===== config.mk =====
export PLATFORM = sky130hd
export DESIGN_NAME = if_id_queue_flat
export DESIGN_NICKNAME = d
export VERILOG_FILES = /design/src/rtl/if_id_queue_pkg.sv /design/src/rtl/if_id_queue_if.sv /design/src/rtl/if_id_queue_fifo.sv /design/src/rtl/if_id_queue.sv /design/src/flat_wrapper.sv
export SDC_FILE = /design/constraint.sdc
export NUM_CORES = 1
export LEC_CHECK = 0
export BUFFER_PORTS_ARGS = -buffer_cell sky130_fd_sc_hd__buf_2
export CORE_MARGIN = 10
export CORE_UTILIZATION = 50
export DETAILED_ROUTE_END_ITERATION = 16
export GPL_TIMING_DRIVEN = 1
export PLACE_DENSITY = 0.87
export SLEW_MARGIN = 20
export SYNTH_ARGS = -nofsm -noshare
export SYNTH_HDL_FRONTEND = slang
export SYNTH_SLANG_ARGS = --single-unit
export TNS_END_PERCENT = 5

===== constraint.sdc =====
create_clock -name clk -period 1.5 [get_ports clk]
set_clock_uncertainty 0.1 [all_clocks]
set_input_delay 0.225 -clock clk [delete_from_list [all_inputs] [get_ports clk]]
set_output_delay 0.225 -clock clk [all_outputs]
set_load 0.02 [all_outputs]

===== src/rtl/if_id_queue_pkg.sv =====
// if_id_queue_pkg: rv32i_pkg with the fetch packet type and bubble NOP shared by the IF/ID queue
package rv32i_pkg;
   localparam logic [31:0] NOP_INST = 32'h0000_0013;
   typedef struct packed {
      logic [31:0] pc;
      logic [31:0] inst;
   } fetch_pkt_t;
endpackage


===== src/rtl/if_id_queue_if.sv =====
// if_id_queue_if: fetch/decode handshake bundle; slave is the queue side, master is the core side
interface if_id_queue_if;
   logic [31:0] if_pc;
   logic [31:0] if_inst;
   logic        flush;
   logic        fetch_stall;
   logic        id_valid;
   logic        id_ready;
   logic [31:0] id_pc;
   logic [31:0] id_inst;
   modport master (output if_pc, if_inst, flush, id_ready,
                   input  fetch_stall, id_valid, id_pc, id_inst);
   modport slave  (input  if_pc, if_inst, flush, id_ready,
                   output fetch_stall, id_valid, id_pc, id_inst);
endinterface


===== src/rtl/if_id_queue_fifo.sv =====
// ifq_fifo: synchronous circular FIFO of fetch packets with clear, occupancy count and registered head
module ifq_fifo
   import rv32i_pkg::*;
#(
   parameter int DEPTH = 2,
   localparam int PW = $clog2(DEPTH),
   localparam int CW = $clog2(DEPTH + 1)
) (
   input  logic          clk,
   input  logic          reset,
   input  logic          push,
   input  logic          pop,
   input  logic          clear,
   input  fetch_pkt_t    din,
   output logic [CW-1:0] count,
   output fetch_pkt_t    head
);
   fetch_pkt_t    mem_q [DEPTH];
   fetch_pkt_t    mem_d [DEPTH];
   logic [PW-1:0] wr_q, wr_d, rd_q, rd_d;
   logic [CW-1:0] count_q, count_d;

   function automatic logic [PW-1:0] inc(input logic [PW-1:0] p);
      return (p == PW'(DEPTH - 1)) ? '0 : p + 1'b1;
   endfunction

   // next-state: clear empties the queue, otherwise push writes the tail and pop advances the head
   always_comb begin
      mem_d   = mem_q;
      wr_d    = wr_q;
      rd_d    = rd_q;
      count_d = count_q;
      if (clear) begin
         wr_d    = '0;
         rd_d    = '0;
         count_d = '0;
      end else begin
         if (push) begin
            mem_d[wr_q] = din;
            wr_d        = inc(wr_q);
         end
         if (pop) rd_d = inc(rd_q);
         count_d = count_q + CW'(push) - CW'(pop);
      end
   end

   // state registers, zeroed on reset so the head reads as all-zero until the first push
   always_ff @(posedge clk or negedge reset) begin
      if (!reset) begin
         mem_q   <= '{default: '0};
         wr_q    <= '0;
         rd_q    <= '0;
         count_q <= '0;
      end else begin
         mem_q   <= mem_d;
         wr_q    <= wr_d;
         rd_q    <= rd_d;
         count_q <= count_d;
      end
   end

   assign count = count_q;
   assign head  = mem_q[rd_q];
endmodule


===== src/rtl/if_id_queue.sv =====
// if_id_queue: fetch-to-decode queue pairing each PC with next-cycle imem data, with stall and flush.
// Define IF_ID_BUBBLE_NOP_EN to present PC 0 / NOP on id_pc/id_inst whenever id_valid is low.
module if_id_queue
   import rv32i_pkg::*;
#(
   parameter int DEPTH = 2
) (
   input logic          clk,
   input logic          reset,
   if_id_queue_if.slave bus
);
   localparam int CW = $clog2(DEPTH + 1);
   localparam int SW = $clog2(DEPTH + 2);

   logic          inflight_q, inflight_d;
   logic [31:0]   pc_q, pc_d;
   logic [CW-1:0] count;
   logic [SW-1:0] occ;
   logic          valid, stall, issue, push, pop;
   fetch_pkt_t    head;

   // occupancy including the fetch in flight decides the stall; flush outranks push, pop and issue
   always_comb begin
      valid      = count != '0;
      pop        = valid && bus.id_ready && !bus.flush;
      push       = inflight_q && !bus.flush;
      occ        = SW'(count) + SW'(inflight_q) - SW'(pop);
      stall      = !bus.flush && (occ >= SW'(DEPTH));
      issue      = !bus.flush && !stall;
      inflight_d = issue;
      pc_d       = issue ? bus.if_pc : pc_q;
   end

   // remembers the PC whose instruction word arrives from imem next cycle
   always_ff @(posedge clk or negedge reset) begin
      if (!reset) begin
         inflight_q <= 1'b0;
         pc_q       <= '0;
      end else begin
         inflight_q <= inflight_d;
         pc_q       <= pc_d;
      end
   end

   ifq_fifo #(.DEPTH(DEPTH)) u_fifo (
      .clk   (clk),
      .reset (reset),
      .push  (push),
      .pop   (pop),
      .clear (bus.flush),
      .din   ({pc_q, bus.if_inst}),
      .count (count),
      .head  (head)
   );

   assign bus.fetch_stall = stall;
   assign bus.id_valid    = valid;
`ifdef IF_ID_BUBBLE_NOP_EN
   assign bus.id_pc       = valid ? head.pc : '0;
   assign bus.id_inst     = valid ? head.inst : NOP_INST;
`else
   assign bus.id_pc       = head.pc;
   assign bus.id_inst     = head.inst;
`endif
endmodule


===== src/flat_wrapper.sv =====
// flat-port wrapper written by rule: the top's interface ports become plain ports
module if_id_queue_flat import rv32i_pkg::*;
#(
   parameter int DEPTH = 2
)
  (clk, reset, bus_if_pc, bus_if_inst, bus_flush, bus_id_ready, bus_fetch_stall, bus_id_valid, bus_id_pc, bus_id_inst);
  if_id_queue_if bus_i ();
  input logic clk;
  input logic reset;
  input wire logic [$bits(bus_i.if_pc)-1:0] bus_if_pc;
  input wire logic [$bits(bus_i.if_inst)-1:0] bus_if_inst;
  input wire logic [$bits(bus_i.flush)-1:0] bus_flush;
  input wire logic [$bits(bus_i.id_ready)-1:0] bus_id_ready;
  output wire logic [$bits(bus_i.fetch_stall)-1:0] bus_fetch_stall;
  output wire logic [$bits(bus_i.id_valid)-1:0] bus_id_valid;
  output wire logic [$bits(bus_i.id_pc)-1:0] bus_id_pc;
  output wire logic [$bits(bus_i.id_inst)-1:0] bus_id_inst;
  assign bus_i.if_pc = bus_if_pc;
  assign bus_i.if_inst = bus_if_inst;
  assign bus_i.flush = bus_flush;
  assign bus_i.id_ready = bus_id_ready;
  assign bus_fetch_stall = bus_i.fetch_stall;
  assign bus_id_valid = bus_i.id_valid;
  assign bus_id_pc = bus_i.id_pc;
  assign bus_id_inst = bus_i.id_inst;
  if_id_queue #(.DEPTH(DEPTH)) u_core (.clk(clk), .reset(reset), .bus(bus_i));
endmodule

=== Word level (Yosys, flattened, before mapping) ===
Index checks and enable logic that the tools add are counted.

* Bits of input ports: 68
* Register bits after elaboration: 165
* Logic and storage cells: 47

* Muxes and demuxes: 13
* Bitwise operators: 3
* $add $sub $neg: 6
* Reduce and logical (&&, ||, !) cells: 12
* Order comparisons: 4

{| class="wikitable"
|+ Operators by type and width
! kind !! count
|-
| $mux W64 || 4
|-
| $bwmux W128 || 1
|-
| $demux W64 S1 || 1
|-
| $ge A2 B2 Y1 const B || 3
|-
| $logic_and A1 B1 Y1 || 6
|-
| $mux W1 || 6
|-
| $reduce_bool A2 Y1 || 3
|-
| $add A2 B1 Y2 || 2
|-
| $not A1 Y2 || 2
|-
| $sub A2 B1 Y2 || 2
|-
| $add A1 B1 Y1 const B || 2
|-
| $logic_not A1 Y1 || 2
|-
| $lt A2 B1 Y1 const B || 1
|-
| $mux W2 || 1
|-
| $reduce_and A2 Y1 || 1
|-
| $not A1 Y1 || 1
|}

=== Logic depth before layout (Yosys ltp) ===
Gate-level depths: netlist of run 1.

* Word-level depth: 8
* Depth in mapped cells: 7
* Mapped depth without buffers: 7

=== Hierarchy ===
A second synthesis of run 1 with hierarchy kept.

* Cell total of the unflattened synthesis: 437
* Area total of the unflattened synthesis: 7,583.5 µm²

{| class="wikitable"
|+ By module, submodules not included
! module !! cells an instance !! instances !! area each (µm²) !! seq. area each (µm²)
|-
| ifq_fifo || 358 || 1 || 6,138.4 || 3,303.2
|-
| if_id_queue || 79 || 1 || 1,445.1 || 825.8
|}

=== Least setup slack after synthesis of run 1 ===
OpenSTA, ideal clock, no wires.

* Path type: register -> register
* Start: reg u_core.u_fifo.count_q[1], in the netlist u_core.u_fifo.count[1]
* End: reg u_core.u_fifo.count_q[0], in the netlist u_core.u_fifo.count[0]
* Clock period less this slack: 1.685 ns
* Cell stages (with the launch flop): 7
* Slack: -0.185 ns
* Arrival time: 1.467 ns
* Library setup time: 0.118 ns
* Cell sequence: dfrtp_1 -> or2_2 -> nand2_1 -> xor2_1 -> nor2_1 -> ha_1 -> nor2b_1

* Cells in the longest elaborated chain, start to end: 5

{| class="wikitable"
|+ Ends and longest elaborated chain
! what !! RTL line !! RTL
|-
| from (decl) || if_id_queue_fifo.sv:21 || <nowiki>logic [CW-1:0] count_q, count_d;</nowiki>
|-
| from (signal assigned) || if_id_queue_fifo.sv:58 || <nowiki>count_q <= count_d;</nowiki>
|-
| $reduce_bool A2 Y1 || if_id_queue.sv:24 || <nowiki>valid = count != '0;</nowiki>
|-
| via bus_id_valid || flat_wrapper.sv:15 || <nowiki>output wire logic [$bits(bus_i.id_valid)-1:0] bus_id_valid;</nowiki>
|-
| $logic_and A1 B1 Y1 (2 in series) || if_id_queue.sv:25 || <nowiki>pop = valid && bus.id_ready && !bus.flush;</nowiki>
|-
| $sub A2 B1 Y2 || if_id_queue_fifo.sv:43 || <nowiki>count_d = count_q + CW'(push) - CW'(pop);</nowiki>
|-
| $mux W2 || if_id_queue_fifo.sv:33 || <nowiki>if (clear) begin</nowiki>
|-
| via u_core.u_fifo.count_d[0] || if_id_queue_fifo.sv:21 ||
|}

The timed path passes the listed nets, and every way through them passes these cells.
A chain may end at the register's enable or synchronous reset.

=== Worst setup path in the final report of run 1 ===
* Start: reg u_core.u_fifo.rd_q
* End: out bus_id_pc[19]

* Cells in the longest elaborated chain, start to end: 4

{| class="wikitable"
|+ Ends and longest elaborated chain
! what !! RTL line !! RTL
|-
| from (decl) || if_id_queue_fifo.sv:20 || <nowiki>logic [PW-1:0] wr_q, wr_d, rd_q, rd_d;</nowiki>
|-
| from (signal assigned) || if_id_queue_fifo.sv:57 || <nowiki>rd_q <= rd_d;</nowiki>
|-
| $not A1 Y2 (not written as such) || if_id_queue_fifo.sv:63 || <nowiki>assign head = mem_q[rd_q];</nowiki>
|-
| $mux W64 (not written as such) (3 in series) || if_id_queue_fifo.sv:63 ||
|-
| to (decl) || flat_wrapper.sv:16 || <nowiki>output wire logic [$bits(bus_i.id_pc)-1:0] bus_id_pc;</nowiki>
|}

No other way between the ends. The select of a mux whose other input is x is not followed.

==> flow_summary.ini, run 1 <==
[outcome]
outcome = finished, violations left
violations = negative setup slack

[logic_synthesis]
synthFlopType = dfrtp_1
yosys.area.top_type = dfrtp_1
synth_cell_type_count = 26
netlist_instances = 440
netlist.area_leader.share = 0.577
synth.net_count = 509
yosysWarnings = 0
avgSynthCellArea_sq_um = 16.3
synth_edf_count = 0
synth_seq_area_share = 0.577
synth_seq_cells = 165
synth.most_common_cell = mux2_2
synthTopCellsByArea = dfrtp_1 (58%), mux2_2 (31%), mux2_4 (6.1%)
yosys-top-cells-count = mux2_2 (195), dfrtp_1 (165), mux2_4 (29)
syn-cell-area_sq_um = 7160
async_reset_ff_frac = 1.00

[clock_network]
cts_tree = done
htree_levels = 4
clk_path_buf_depth = 2
cts_buffers = 17
cts-root-buf = clkbuf_16
cts.sinks = 165
clkTransAtPathRegs_ns = 0.06
clk_latency_ns = 0.43

[timing]
max_freq_ghz = 0.509
fin_crit_sh = 1.31
setup_violations = 219
finalCriticalPeriod_ns = 1.96
finalSetupTns_ns = -40.85
worstMarginPinSlew_ns = 0.330
final_hold_viol_count = 0
max-slew-margin-rel = 0.780
rsz0062_at_grt = true
timing.final.ws_setup_ns = -0.463
maxSlewViolCount = 0

[power_and_ir_drop]
p_per_area_nw_per_um2 = 1740
leakagePower_nw = 4.63
vdd_drop_max_uv = 1140
p_total_mw = 17.4

[floorplan]
rows = 43
initial_core_util = 0.514
die_area_sq_um = 19500
core_sq_um = 13900
die_h_um = 140
ioPinCount = 134
die_w_um = 140

[layout]
nNetsFinal = 734
area_delta_synth_final_pct = 39.4
final_util = 0.717
fin_area_sq_um = 9980
drive_above_1_share = 0.636
nFillCells = 807

[setup_path]
crit_type = flip-flop to primary output
critical_path_required_ns = 1.17
path_max_fanout = 7
cp-end-kind = primary output
startpoint_type = flip-flop
arrival_ns = 1.64

[routing]
wirelength_um = 18100
routed_via_density = 5.26
antenna_left = 0
firstDrtPassIters = 4
drtIter0Drc = 189
num_vias = 4509
avgRoutedWirePerCell_um = 21.2
drcViolationCount = 0

[min_path]
hp-class = input port to flip-flop

[placed_design]
dpl_cell_area_sq_um = 8160
io_buffers = 133
place_congestion = 0.749
dp.final_hpwl_um = 10400

[grt]
grt_use_total = 0.170
grt_pass1_vias = 5077
antenna_found_initial = 1
grt_first_pass_wirelength_um = 26600
overflow = 0
grt_max_degree = 51

[job]
max-cap-violations = 0
-- sequential cells by signal, indices dropped and copies added, names as in the netlist --
signal               count
u_core.u_fifo.mem_q    128
u_core.inflight_q        1
u_core.u_fifo.count      2
u_core.u_fifo.rd_q       1
u_core.u_fifo.wr_q       1
u_core.pc_q             32
-- path summary, 6_finish.rpt --
check                                                      endpoint                           startpoint  slack [ns]  cells after the start
min in group asynchronous       u_core.u_fifo.mem_q[55]$_DFFE_PN0P_                                reset        0.15                      2
worst max-delay path                                  bus_id_pc[19]       u_core.u_fifo.rd_q$_DFFE_PN0P_       -0.46                      4
worst min-delay path                 u_core.u_fifo.rd_q$_DFFE_PN0P_                            bus_flush        0.09                      3
worst max register to register     u_core.u_fifo.count[1]$_DFF_PN0_     u_core.u_fifo.count[0]$_DFF_PN0_       -0.32                      8
worst min register to register  u_core.u_fifo.mem_q[17]$_DFFE_PN0P_  u_core.u_fifo.mem_q[17]$_DFFE_PN0P_        0.40                      1
max in group asynchronous       u_core.u_fifo.mem_q[35]$_DFFE_PN0P_                                reset        0.55                      3
-- final cells by class --
type | count | area [sq um] | share of cell area
Clock buffer | 22 | 474 | 0.0475
Inverter | 1 | 3.75 | 0.000376
Multi-Input combinational cell | 248 | 3040 | 0.305
Antenna cell | 1 | 2.50 | 0.000251
Clock inverter | 8 | 100 | 0.0100
Sequential cell | 165 | 4130 | 0.414
Tap cell | 180 | 225 | 0.0226
Timing Repair Buffer | 232 | 2010 | 0.201
-- cell usage in the layout, fill, tap and decap left out, types with 2 or more instances in the layout --
cell type      netlist  layout
bufinv_16            0       2
nand2b_1             2       2
buf_6                6      36
clkbuf_16            0      21
dlygate4sd3_1        0      66
buf_2               13      95
clkbuf_1             2       2
nor2_1               4       3
clkinv_2             0       3
clkbuf_8             0       3
mux2_2             195     146
mux2_4              29      78
xor2_1               3       2
buf_12               3      10
dfrtp_1            165     164
buf_4                2      20
-- through the flow --
stage               hold slack, ns  setup slack [ns]  instances
floorplan                   -0.171            -0.160        440
global placement            0.0283            -0.164        751
detailed placement          0.0352            -0.255        751
CTS                         0.0735            -0.473        847
global route                0.0963            -0.521        857
finish                      0.0898            -0.463        857
-- cell families after synthesis --
| logic type | after synthesis | share of synthesized area |
|---|---|---|
| fa+ha+maj | 1 | 0.00175 |
| compound gates | 3 | 0.00454 |
| simple gates | 15 | 0.0124 |
| flops | 165 | 0.577 |
| buf+inv | 27 | 0.0306 |
| mux | 225 | 0.369 |
| xor+xnor | 4 | 0.00489 |
-- metal layers --
layer,track usage,vias up,wire length [um]
met5,0,-,0
met4,0.0690,0,507
met3,0.0619,42,1150
met2,0.290,125,9460
met1,0.187,2324,7030
li1,-,2018,-
-- repair_timing --
item,4_1_cts,5_1_grt
gates cloned,0,6
pin swaps,3,1
resized for setup,35,97
hold endpoints to repair,262,0
hold buffers,66,0
setup buffers,0,3
endpoints found under the setup margin,227,227
-- power breakdown --
part | internal, mW | switching (mW)
clock | 2.56 | 1.68
combinational | 3.57 | 2.68
sequential | 6.00 | 0.899
-- worst max-delay path: stages (launching register included) --
cell,delay [ns]
dfrtp_2,0.42
buf_4,0.16
clkbuf_16,0.16
mux2_4,0.30
buf_4,0.16
No activity file was read; power rests on OpenSTA's default activity.
==> run 2: changes to the inputs <==
--- a/config.mk
+++ b/config.mk
@@ -5,12 +5,14 @@
 export SDC_FILE = /design/constraint.sdc
 export NUM_CORES = 1
 export LEC_CHECK = 0
+export ABC_AREA = 1
 export BUFFER_PORTS_ARGS = -buffer_cell sky130_fd_sc_hd__buf_2
 export CORE_MARGIN = 10
 export CORE_UTILIZATION = 50
 export DETAILED_ROUTE_END_ITERATION = 16
 export GPL_TIMING_DRIVEN = 1
 export PLACE_DENSITY = 0.87
+export SKIP_LAST_GASP = 1
 export SLEW_MARGIN = 20
 export SYNTH_ARGS = -nofsm -noshare
 export SYNTH_HDL_FRONTEND = slang
==> run 2 against run 1 <==
Compared with the run above:
- the flow still finishes with violations (negative setup slack)
- critical path depth rose by 2
- power rose by 13%
- combinational power rose by 20%
- die area fell by 0.90%
- sequential cell count did not move
- sequential power rose by 11%
- critical endpoint is now bus_fetch_stall
- largest cell class unchanged
==> flow_summary.ini, run 2 <==
[outcome]
outcome = finished, violations left
violations = negative setup slack

[logic_synthesis]
yosysWarnings = 0
synthTopCellsByArea = dfrtp_1 (58%), nand2_1 (21%), o21ai_0 (9.3%)
netlist_instances = 864
async_reset_ff_frac = 1.00
synth_seq_cells = 165
syn-cell-area_sq_um = 7090
synth.net_count = 933
netlist.area_leader.share = 0.583
yosys.area.top_type = dfrtp_1
synth_edf_count = 0
synthFlopType = dfrtp_1
yosys-top-cells-count = nand2_1 (392), dfrtp_1 (165), o21ai_0 (131)
avgSynthCellArea_sq_um = 8.20
synth_cell_type_count = 20
synth_seq_area_share = 0.583
synth.most_common_cell = nand2_1

[routing]
num_vias = 6483
routed_via_density = 5.11
firstDrtPassIters = 5
drcViolationCount = 0
wirelength_um = 20100
avgRoutedWirePerCell_um = 15.8
drtIter0Drc = 522
antenna_left = 0

[clock_network]
cts-root-buf = clkbuf_16
clk_path_buf_depth = 2
cts_buffers = 17
clkTransAtPathRegs_ns = 0.06
cts.sinks = 165
cts_tree = done
htree_levels = 4
clk_latency_ns = 0.42

[setup_path]
critical_path_required_ns = 1.17
path_max_fanout = 3
r2r_slack_ns = -0.23
setup.worst_path.start = u_core.u_fifo.count[1]$_DFF_PN0_
r2r-start = u_core.inflight_q$_DFF_PN0_
cp-end-kind = primary output
startpoint_type = flip-flop
slowest_stage = dfrtp_1
reg2reg_depth = 8
worst-path-buf-inv = 3
crit_top_cell = buf_6
crit_family = flip-flops
rr_endpoint = u_core.pc_q[5]$_DFFE_PN0P_
cpPeakStageDelay_ns = 0.41
crit_type = flip-flop to primary output
arrival_ns = 1.60
critical_path.cell_chain = buf_6 > nand4_1 > buf_4 > nand3_4 > a21oi_4 > buf_6

[floorplan]
rows = 43
die_h_um = 139
ioPinCount = 134
die_area_sq_um = 19300
die_w_um = 139
core_sq_um = 13900
initial_core_util = 0.511

[layout]
nNetsFinal = 1142
largest_register = u_core.u_fifo.mem_q
area_delta_synth_final_pct = 38.1
largest_reg_flops = 128
fin_cells = 1268
final_cell_mix = nand2_1 (380), dfrtp_1 (164), o21ai_0 (131)
final_common_cell = nand2_1
drive_above_1_share = 0.212

[placed_design]
io_buffers = 133
dp.cells = 1154
dp.final_hpwl_um = 11700
place_congestion = 0.857

[grt]
grt_first_pass_wirelength_um = 32400
met1_usage = 0.234
grtUsageMet3 = 0.0500
overflow = 0
grt_use_total = 0.203
antenna_found_initial = 3
grt_max_degree = 59
met2_usage = 0.348
busiest_layer = met2
grt_pass1_vias = 6553

[min_path]
hp-class = input port to flip-flop
min-delay-start = bus_flush
hold_depth = 4
worstHoldEndpoint = u_core.u_fifo.wr_q$_DFFE_PN0P_

[timing]
worstMarginPinSlew_ns = 0.337
holdWs_ns = 0.0812
fin_crit_sh = 1.29
timing.final.ws_setup_ns = -0.430
max-slew-margin-rel = 0.776
setup_violations = 99
finalCriticalPeriod_ns = 1.93
max_freq_ghz = 0.518
rsz0062_at_grt = true
maxSlewViolCount = 0
final_hold_viol_count = 0

[power_and_ir_drop]
leakagePower_nw = 5.30
p_seq_frac = 0.388
net-switching-power_mw = 7.47
combPwrFrac = 0.379
p_int_mw = 12.3
p_per_area_nw_per_um2 = 2020
switching_share = 0.379
clkPwrFrac = 0.233
vdd_drop_max_uv = 1080

[job]
max-cap-violations = 0
==> run 2: cell types whose count changed in the layout (fill, tap and decap cells not counted), sizes merged, moves of 2 or more <==
cell    delta
nor2b      -2
nand2    +392
inv       +73
o21ai    +131
clkbuf     -2
nand4     +33
bufinv     +2
diode      +2
nand3      +4
buf       +14
mux2     -224
nand2b     -2
xor2       -2
==> run 2: stage by stage <==
step	TNS, ns	utilization	worst slack (ns)	cell area (sq um)	total power, mW
3_5_place_dp	-0.567	0.589	-0.0460	8170	14.4
2_1_floorplan	-0.989	-	-0.0673	7120	11.8
5_1_grt	-36.59	0.705	-0.525	9780	21.1
3_3_place_gp	0	0.589	0.00679	8170	14.1
4_1_cts	-23.74	0.690	-0.399	9570	19.4
6_report	-27.50	0.705	-0.430	9780	19.7
==> run 2: worst max path at each step <==
stage	end	slack, ns	depth (start not counted)
floorplan	bus_fetch_stall	-0.07	7
global route	bus_fetch_stall	-0.53	6
global placement	bus_fetch_stall	0.007	7
CTS	bus_fetch_stall	-0.40	7
detailed placement	u_core.pc_q[2]$_DFFE_PN0P_	-0.05	8
finish	bus_fetch_stall	-0.43	6
==> run 2: routing by layer <==
| metal | up-vias | part of all wire | routed length (um) |
|---|---|---|---|
| li1 | 3124 | - | - |
| met1 | 3071 | 0.40 | 8050 |
| met2 | 246 | 0.52 | 10400 |
| met3 | 42 | 0.054 | 1080 |
| met4 | 0 | 0.026 | 529 |
| met5 | - | 0 | 0 |
==> run 2: power groups by stage <==
| stage | Sequential, mW | Combinational, mW | Clock [mW] |
|---|---|---|---|
| global placement | 7.49 | 6.58 | 0 |
| finish | 7.67 | 7.48 | 4.59 |
| detailed placement | 7.62 | 6.76 | 0 |
| CTS | 7.58 | 7.13 | 4.64 |
| floorplan | 7.33 | 4.50 | 0 |
| global route | 7.89 | 8.36 | 4.87 |
==> run 2: worst register-to-register path: stages (launching register included) <==
cell     delay, ns
dfrtp_1       0.40
nor2_2        0.13
nand4_1       0.14
buf_4         0.18
nand3_4       0.09
buf_4         0.11
buf_4         0.25
nand4_1       0.15
nand2_1       0.10
==> run 2: logic make-up after synthesis <==
logic type                 share of synthesized area
DFF                                            0.583
AOI/OAI and AO/OA                             0.0939
xor gates and xnor gates                     0.00124
buffers and inverters                         0.0738
adders and majority gates                    0.00177
and+or+nand+nor                                0.247
==> run 2: area by class of cell <==
type / instances / area [sq um]
antenna: 3 / 7.51
sequential: 165 / 4130
tap: 180 / 225
clock buffer: 22 / 474
fill: 1001 / 4100
inverter: 75 / 289
clock inverter: 9 / 150
timing repair buffer: 244 / 1990
multi-input combinational: 570 / 2520
==> run 2: what timing repair did <==
| action | 4_1_cts | 5_1_grt |
|---|---|---|
| hold buffers | 66 | 0 |
| buffers inserted | 4 | 7 |
| hold endpoints to repair | 257 | 0 |
| gates resized for setup | 18 | 30 |
| cloned | 1 | 3 |
| setup endpoints to repair | 94 | 134 |
| pin swaps | 3 | 9 |
==> run 3: changes to the inputs <==
--- a/config.mk
+++ b/config.mk
@@ -8,10 +8,10 @@
 export ABC_AREA = 1
 export BUFFER_PORTS_ARGS = -buffer_cell sky130_fd_sc_hd__buf_2
 export CORE_MARGIN = 10
-export CORE_UTILIZATION = 50
+export CORE_UTILIZATION = 60
 export DETAILED_ROUTE_END_ITERATION = 16
 export GPL_TIMING_DRIVEN = 1
-export PLACE_DENSITY = 0.87
+export PLACE_DENSITY = 0.95
 export SKIP_LAST_GASP = 1
 export SLEW_MARGIN = 20
 export SYNTH_ARGS = -nofsm -noshare
==> constraint.sdc (replaced) <==
create_clock -name clk -period 2.3 [get_ports clk]
set_clock_uncertainty 0.1 [all_clocks]
set_input_delay 0.345 -clock clk [delete_from_list [all_inputs] [get_ports clk]]
set_output_delay 0.345 -clock clk [all_outputs]
set_load 0.02 [all_outputs]
==> run 3 against run 2 <==
Compared with the run above:
- the flow now finishes without violations
- sequential share of layout area up 6.3 points
- final area down 13%
- routed wire length down 15%
- critical path type unchanged
==> flow_summary.ini, run 3 (synthesis results as in run 2) <==
[clock_network]
cts-root-buf = clkbuf_16
cts_buffers = 17
clkTransAtPathRegs_ns = 0.06
htree_levels = 4
post_cts_buffers = 0
clk_path_buf_depth = 2
cts.sinks = 165
clk_latency_ns = 0.41
cts_tree = done

[power_and_ir_drop]
p_per_area_nw_per_um2 = 1430
p_int_mw = 7.57
combPwrFrac = 0.345
net-switching-power_mw = 4.63
clkPwrFrac = 0.246
p_total_mw = 12.2
leakagePower_nw = 4.75
p_seq_frac = 0.409
switching_share = 0.380
vdd_drop_max_uv = 846

[setup_path]
critical_path.cell_chain = inv_2 > nand2_2 > nand3_1 > nand2_1 > nand2_1 > nand2_4 > a21oi_2 > buf_4
critical_path_required_ns = 1.86
startpoint_type = flip-flop
crit_family = simple AND/OR/NAND/NOR gates
cpPeakStageDelay_ns = 0.43
crit_top_cell = nand2_1
path_max_fanout = 19
cp-end-kind = primary output
crit_type = flip-flop to primary output
worst-path-buf-inv = 2
slowest_stage = dfrtp_1
arrival_ns = 1.72

[timing]
finalCriticalPeriod_ns = 2.17
max-slew-margin-rel = 0.678
worstMarginPinSlew_ns = 0.483
maxSlewViolCount = 0
fin_crit_sh = 0.943
setup_violations = 0
finalSetupTns_ns = 0
rsz0062_at_grt = false
max_freq_ghz = 0.461
final_hold_viol_count = 0

[floorplan]
core_sq_um = 11500
die_w_um = 129
ioPinCount = 134
initial_core_util = 0.615
die_area_sq_um = 16600
die_h_um = 129
rows = 39

[layout]
final_util = 0.740
antennaDiodeCount = 0
final_common_cell = nand2_1
largest_reg_flops = 128
final_cell_mix = nand2_1 (390), dfrtp_1 (164), o21ai_0 (131), buf_2 (131), inv_1 (72)
largest_register = u_core.u_fifo.mem_q
nNetsFinal = 1044
area_delta_synth_final_pct = 20.2
drive_above_1_share = 0.187

[routing]
firstDrtPassIters = 5
num_vias = 6015
antenna_left = 0
routed_via_density = 5.32
drcViolationCount = 0
drtIter0Drc = 671
wirelength_um = 17100
avgRoutedWirePerCell_um = 15.1

[grt]
grt_first_pass_wirelength_um = 28100
overflow = 0
antenna_found_initial = 0
grt_max_degree = 130
grt_pass1_vias = 5967
grt_use_total = 0.209

[job]
max-cap-violations = 0

[placed_design]
io_buffers = 133
place_congestion = 0.793
dp.final_hpwl_um = 10800

[min_path]
hp-class = input port to flip-flop

[outcome]
outcome = finished clean
==> run 3: cell types whose count changed in the layout (fill, tap and decap cells not counted), moves of 7 or more <==
cell and delta:
buf_4 -15, buf_2 +7, buf_6 -11, nand2_1 +10, dlygate4sd3_1 -65, buf_12 -11
==> run 3: layout make-up <==
class | instances | area, sq um
Inverter | 75 | 282
Timing Repair Buffer | 146 | 837
Multi-Input combinational cell | 570 | 2450
Clock inverter | 8 | 145
Clock buffer | 24 | 492
Fill cell | 811 | 3000
Sequential cell | 165 | 4130
Tap cell | 143 | 179
==> run 3: routing by layer <==
| metal | GRT usage | share of wire |
|---|---|---|
| met5 | 0 | 0 |
| met4 | 0.0783 | 0.019 |
| met3 | 0.0583 | 0.067 |
| met2 | 0.346 | 0.49 |
| met1 | 0.256 | 0.43 |
==> run 3: worst paths after layout <==
check / startpoint / endpoint / slack (ns) / cells after the start
worst max-delay path: u_core.u_fifo.count[1]$_DFF_PN0_ / bus_fetch_stall / 0.13 / 8
worst min-delay path: bus_flush / u_core.u_fifo.count[0]$_DFF_PN0_ / 0.06 / 2
worst max register to register: u_core.u_fifo.count[1]$_DFF_PN0_ / u_core.pc_q[13]$_DFFE_PN0P_ / 0.21 / 10
worst min register to register: u_core.pc_q[20]$_DFFE_PN0P_ / u_core.pc_q[20]$_DFFE_PN0P_ / 0.37 / 2
max in group asynchronous: reset / u_core.u_fifo.mem_q[88]$_DFFE_PN0P_ / 1.14 / 3
min in group asynchronous: reset / u_core.pc_q[23]$_DFFE_PN0P_ / 0.32 / 2
==> run 3: what timing repair did <==
action,4_1_cts,5_1_grt
endpoints found under the setup margin,0,1
hold buffers,1,0
resized for setup,0,2
hold endpoints to repair,42,0
==> run 3: power groups by stage <==
stage,clock (mW),sequential (mW),combinational [mW]
after global placement,0,4.90,4.07
final,3.00,4.98,4.21
after CTS,3.04,4.96,4.27
after global routing,3.18,5.13,4.74
after detailed placement,0,4.97,4.20
after floorplan,0,4.78,2.91
==> run 3: through the flow <==
stage	hold WS (ns)	std cells	instance area, sq um	worst slack [ns]
floorplan	-0.0506	864	7090	0.381
global placement	0.198	1098	7870	0.364
detailed placement	0.200	1098	7870	0.264
CTS	0.0415	1131	8510	0.0793
global route	0.0717	1131	8520	0.00504
finish	0.0649	1131	8520	0.131
